==> config.mk <==
export PLATFORM = sky130hd
export DESIGN_NAME = fetch_stage
export DESIGN_NICKNAME = d
export VERILOG_FILES = /design/src/rtl/fetch_stage.sv
export SDC_FILE = /design/constraint.sdc
export NUM_CORES = 1
export LEC_CHECK = 0
export CAP_MARGIN = 20
export CORE_ASPECT_RATIO = 1.4
export CORE_MARGIN = 2
export CORE_UTILIZATION = 46
export CTS_BUF_LIST = sky130_fd_sc_hd__clkbuf_2
export CTS_CLUSTER_SIZE = 14
export DETAILED_ROUTE_END_ITERATION = 10
export PLACE_DENSITY = 0.83
export SLEW_MARGIN = 20
export SYNTH_ARGS = -nofsm -noshare
export SYNTH_HDL_FRONTEND = slang
export SYNTH_SLANG_ARGS = --single-unit
==> constraint.sdc <==
create_clock -name clk -period 2.19 [get_ports clk]
set_input_delay 0.438 -clock clk [delete_from_list [all_inputs] [get_ports clk]]
set_output_delay 0.438 -clock clk [all_outputs]
set_load 0.02 [all_outputs]
==> src/rtl/fetch_stage.sv <==
// Instruction-fetch stage: PC register, next-PC select (stall > jump > branch > +4), IF/ID register.
// Build option: define BRANCH_DELAY_SLOT_EN to keep the instruction fetched alongside a taken redirect.
module fetch_stage #(
  parameter logic [31:0] RESET_PC = 32'h0000_0000
) (
  input  logic        clk,
  input  logic        rst_n,
  input  logic        stall,
  input  logic        flush,
  input  logic        branch_taken,
  input  logic [31:0] branch_target,
  input  logic        jump,
  input  logic [31:0] jump_target,
  input  logic [31:0] instruction,
  output logic [31:0] instr_address,
  output logic [31:0] ifid_instruction,
  output logic [31:0] ifid_pc_plus4,
  output logic        ifid_valid
);

`ifdef BRANCH_DELAY_SLOT_EN
  localparam bit KEEP_SLOT = 1'b1;
`else
  localparam bit KEEP_SLOT = 1'b0;
`endif

  logic [31:0] pc;
  logic [31:0] pc_plus4;
  logic [31:0] target;
  logic [31:0] next_pc;
  logic        redirect;
  logic        load_bubble;

  assign instr_address = pc;
  assign pc_plus4      = pc + 32'd4;
  assign redirect      = jump | branch_taken;
  assign target        = jump ? jump_target : branch_target;

  always_comb begin
    next_pc = pc_plus4;
    if (stall)         next_pc = pc;
    else if (redirect) next_pc = target & 32'hFFFF_FFFC;
  end

  // A flush beats a stall; a redirect squashes the wrong-path fetch unless it is a delay slot.
  always_comb begin
    load_bubble = 1'b0;
    if (flush)                      load_bubble = 1'b1;
    else if (!stall && redirect)    load_bubble = !KEEP_SLOT;
  end

  always_ff @(posedge clk or negedge rst_n) begin
    if (!rst_n) pc <= RESET_PC;
    else        pc <= next_pc;
  end

  always_ff @(posedge clk or negedge rst_n) begin
    if (!rst_n) begin
      ifid_instruction <= 32'h0000_0000;
      ifid_pc_plus4    <= 32'h0000_0000;
      ifid_valid       <= 1'b0;
    end else if (load_bubble) begin
      ifid_instruction <= 32'h0000_0000;
      ifid_pc_plus4    <= 32'h0000_0000;
      ifid_valid       <= 1'b0;
    end else if (!stall) begin
      ifid_instruction <= instruction;
      ifid_pc_plus4    <= pc_plus4;
      ifid_valid       <= 1'b1;
    end
  end

endmodule

==> metrics.md <==
| Metric | Value |
|---|---|
| Async set-reset flop share out of synthesis | `100%` |
| Initial drt markers | `403` |
| Total detailed-routing wirelength | `17.0 mm` |
| Setup repair after global routing missed its margin | `no` |
| Detailed-route wire length per cell | `18.5 um` |
| GRT Overall Usage | `28.1%` |
| Worst-case headroom to the max-slew limit | `57.5%` |
| Maximum operating frequency | `474 MHz` |
| Pin count of the biggest net entering global routing | `70` |
| Post-Synthesis Cells | `576` |
| Worst EP required | `1.75 ns` |
| Crit path buf inv count | `1` |
| Setup WS pre-CTS | `-0.120 ns` |
| Number of failing setup endpoints in the final timing report | `0` |
| Worst Setup End Kind | `output pin` |
| Worst endpoint data arrival time | `1.67 ns` |
| Combinational family with the most area after synthesis | `compound AO/OA/AOI/OAI gates` |
| Element type at the critical path start | `flop` |
| Clock-pin slew of the registers on the worst-case setup and hold paths | `0.26 ns` |
| Summed instance area of the synthesized netlist | `0.00525 mm^2` |
| Final worst hold slack | `0.323 ns` |
| Register bit count reported by yosys | `93` |
| DIE WIDTH | `94.3 um` |
| Least-Margin Pin Slew | `0.631 ns` |
| Detailed-placement wirelength estimate | `12.7 mm` |
| Commonest register cell after synthesis | `dfrtp_1` |
| Number of H-tree levels | `3` |
| Clk root buf | `clkbuf_2` |
| Reg-to-reg critical path startpoint | `instr_address[8]` |
| Post-route minimum period | `2.11 ns` |
| Mux share of post-synthesis cell area | `0.191%` |
| Remaining DRCs | `0` |
| Result of the run | `finished clean` |
| Vias in the first global route | `5319` |
| Layout Nets | `874` |
| Number of sinks driven by the clock tree | `93` |
| Final GP Congestion | `0.894` |
| Crit path cell chain | `clkdlybuf4s50_1` |
| Number of synthesized flops with an enable pin | `0` |
| Total I/O pin count | `199` |
| Library cells used by synthesis | `71` |
| Launching element of the worst setup path | `instr_address[11]` |
| Cell with the largest stage delay on the worst path | `clkdlybuf4s50_1` |
| TritonCTS clock tree | `yes` |
| CP max FO | `5` |
| Vias per cell | `5.98` |
| Via count | `5508` |
| Synth-to-layout area growth | `43.6%` |
| Overall power after layout | `0.00399 W` |
| Number of placement rows | `46` |
| Synth Area in XOR/XNOR | `2.17%` |
| Antenna violations before repair | `1` |
| Number of pins with negative max-slew slack in the final report | `0` |
| Number of CTS-inserted buffers | `9` |
| Yosys warnings | `0` |
| Largest stage delay, worst path | `0.63 ns` |
| Vertical extent of the die | `130 um` |
| Top Family by Delay on Critical Path | `buffers and inverters` |
| Peak supply drop | `347 uV` |
| Mean instance size in the synthesized netlist | `9.12 um^2` |
| Max-cap violations | `0` |
| Crit Path Category | `flop to output pin` |
| Power density relative to cell area | `529 mW/mm^2` |
| Post-route clock period utilization | `96.4%` |
| Largest buffer count on any clock path | `2` |
| Starting density of the core | `46.8%` |
| Worst R2R Setup Slack | `0.12 ns` |
| Post-synthesis share of cell area spent on full adders, half adders and majority gates | `0.238%` |
| Most frequent cells in the layout | `clkdlybuf4s50_1 (165), dfrtp_1 (79), nand2_1 (69)` |
| Number of cells on the critical path | `1` |
| Overflow left after global routing | `0` |
| Number of iterations in the first detailed-routing pass | `8` |
| Area of the die | `0.0123 mm^2` |
| Share of synthesized area occupied by flip-flops and latches | `44.3%` |
| Path type of the worst min-delay path | `primary input to async pin` |
| Final count of hold timing violations | `0` |
| Input/output buffers | `190` |
| Fill cell count | `933` |
| Skew final | `0.0334 ns` |
| Synth Area in Compound Gates | `24.0%` |
| Most common cell after layout, fill and taps aside | `clkdlybuf4s50_1` |
| Final antenna-violating net count | `0` |
| Simple logic cell fraction of the synthesized area | `21.3%` |
| Area of the placeable core | `0.0112 mm^2` |
| Global-route wire length before repair | `27.0 mm` |
| Depth of the worst register-to-register path | `4` |
| Fraction of final layout cells with drive strength greater than 1 | `13.0%` |
| Setup slack after layout | `0.0790 ns` |
| Capture point of the worst reg-to-reg path | `instr_address[26]` |
| CP endpoint | `instr_address[11]` |
| Worst-Skew Late Latency | `0.57 ns` |
| Leakage power | `3.18 nW` |
==> flip-flops by register name, summed over array words and instances (netlist names) <==
| signal | cells |
|---|---|
| ifid_instruction | 32 |
| ifid_pc_plus4 | 30 |
| ifid_valid | 1 |
| instr_address | 30 |
==> what timing repair did <==
item | in CTS | in global routing
endpoints found under the hold margin | 33 | 0
hold buffers | 1 | 0
endpoints found under the setup margin | 28 | 9
gates resized for setup | 32 | 4
setup buffers | 0 | 5
==> final cells by class <==
type / count / area, um^2 / area share, %
sequential: 93 / 2340 / 31.1
inverter: 13 / 48.8 / 0.647
timing repair buffer: 242 / 2310 / 30.6
tap: 144 / 180 / 2.39
multi-input combinational: 412 / 2540 / 33.7
clock inverter: 6 / 63.8 / 0.846
antenna: 1 / 2.50 / 0.0332
clock buffer: 10 / 50.0 / 0.663
==> metal layers <==
layer	share of wire, %	track usage [%]
met1	38	33.2
met2	52	50.5
met3	7.8	5.22
met4	2.3	10.6
met5	0	0
==> Yosys cell counts (2+ instances only) <==
cell type | count | share of area, %
nand4_1 | 16 | 1.9
nand3b_1 | 11 | 1.6
o31ai_1 | 3 | 0.43
o211ai_1 | 9 | 1.3
a31o_2 | 3 | 0.50
a21oi_1 | 48 | 4.6
buf_6 | 2 | 0.43
or4_4 | 2 | 0.43
a311oi_1 | 2 | 0.33
and4_1 | 4 | 0.67
nand2_1 | 69 | 4.9
o21ai_0 | 39 | 3.7
o311a_1 | 2 | 0.38
nand3_1 | 30 | 2.9
a31oi_1 | 8 | 0.95
dfrtp_1 | 93 | 44
nor3_1 | 13 | 1.2
nor2b_1 | 2 | 0.24
clkbuf_2 | 2 | 0.19
buf_4 | 5 | 0.71
clkbuf_1 | 32 | 2.3
o311ai_1 | 4 | 0.67
or4_1 | 4 | 0.57
o2bb2ai_1 | 4 | 0.67
a21o_1 | 3 | 0.43
a22o_1 | 33 | 5.5
and2_1 | 3 | 0.36
buf_1 | 3 | 0.21
clkbuf_8 | 7 | 1.8
inv_1 | 13 | 0.93
nor2_1 | 18 | 1.3
and3_1 | 7 | 0.83
and2_0 | 2 | 0.24
o31a_1 | 2 | 0.33
a32o_1 | 2 | 0.38
or3_1 | 2 | 0.24
o41ai_1 | 2 | 0.33
xnor2_1 | 12 | 2.0
buf_2 | 8 | 0.76
o22ai_1 | 8 | 0.95
nor4_1 | 11 | 1.3
a211o_1 | 3 | 0.50
a211oi_1 | 2 | 0.29
==> where the power goes <==
| part | internal [W] | total, W | switching, W |
|---|---|---|---|
| clock | 0.000265 | 0.000848 | 0.000583 |
| combinational | 0.000555 | 0.00119 | 0.000635 |
| sequential | 0.00183 | 0.00195 | 0.000119 |
==> worst min path at each step <==
| stage | end | depth (start not counted) |
|---|---|---|
| after global placement | ifid_instruction[0] | 1 |
| after global routing | ifid_instruction[26] | 2 |
| after detailed placement | ifid_instruction[26] | 1 |
| after CTS | ifid_pc_plus4[10] | 2 |
| final | ifid_pc_plus4[12] | 2 |
| after floorplan | ifid_instruction[0] | 0 |
==> per-stage QoR <==
stage / std cells / utilization, % / cell area (um^2) / TNS, ns
2_1_floorplan: 579 / - / 5260 / 0
3_3_place_gp: 898 / 65.8 / 7380 / -0.0756
3_5_place_dp: 898 / 65.8 / 7380 / -0.159
4_1_cts: 915 / 66.8 / 7500 / 0
5_1_grt: 921 / 67.2 / 7540 / 0
6_report: 921 / 67.2 / 7540 / 0
==> kinds of logic after synthesis <==
| kind of cell | count (synthesis) |
|---|---|
| buffers and inverters | 74 |
| muxes | 1 |
| xor gates and xnor gates | 13 |
| other | 1 |
| and+or+nand+nor | 206 |
| DFF | 93 |
| adders and majority gates | 1 |
| AOI/OAI and AO/OA | 187 |
(Power assumes the default switching activity.)
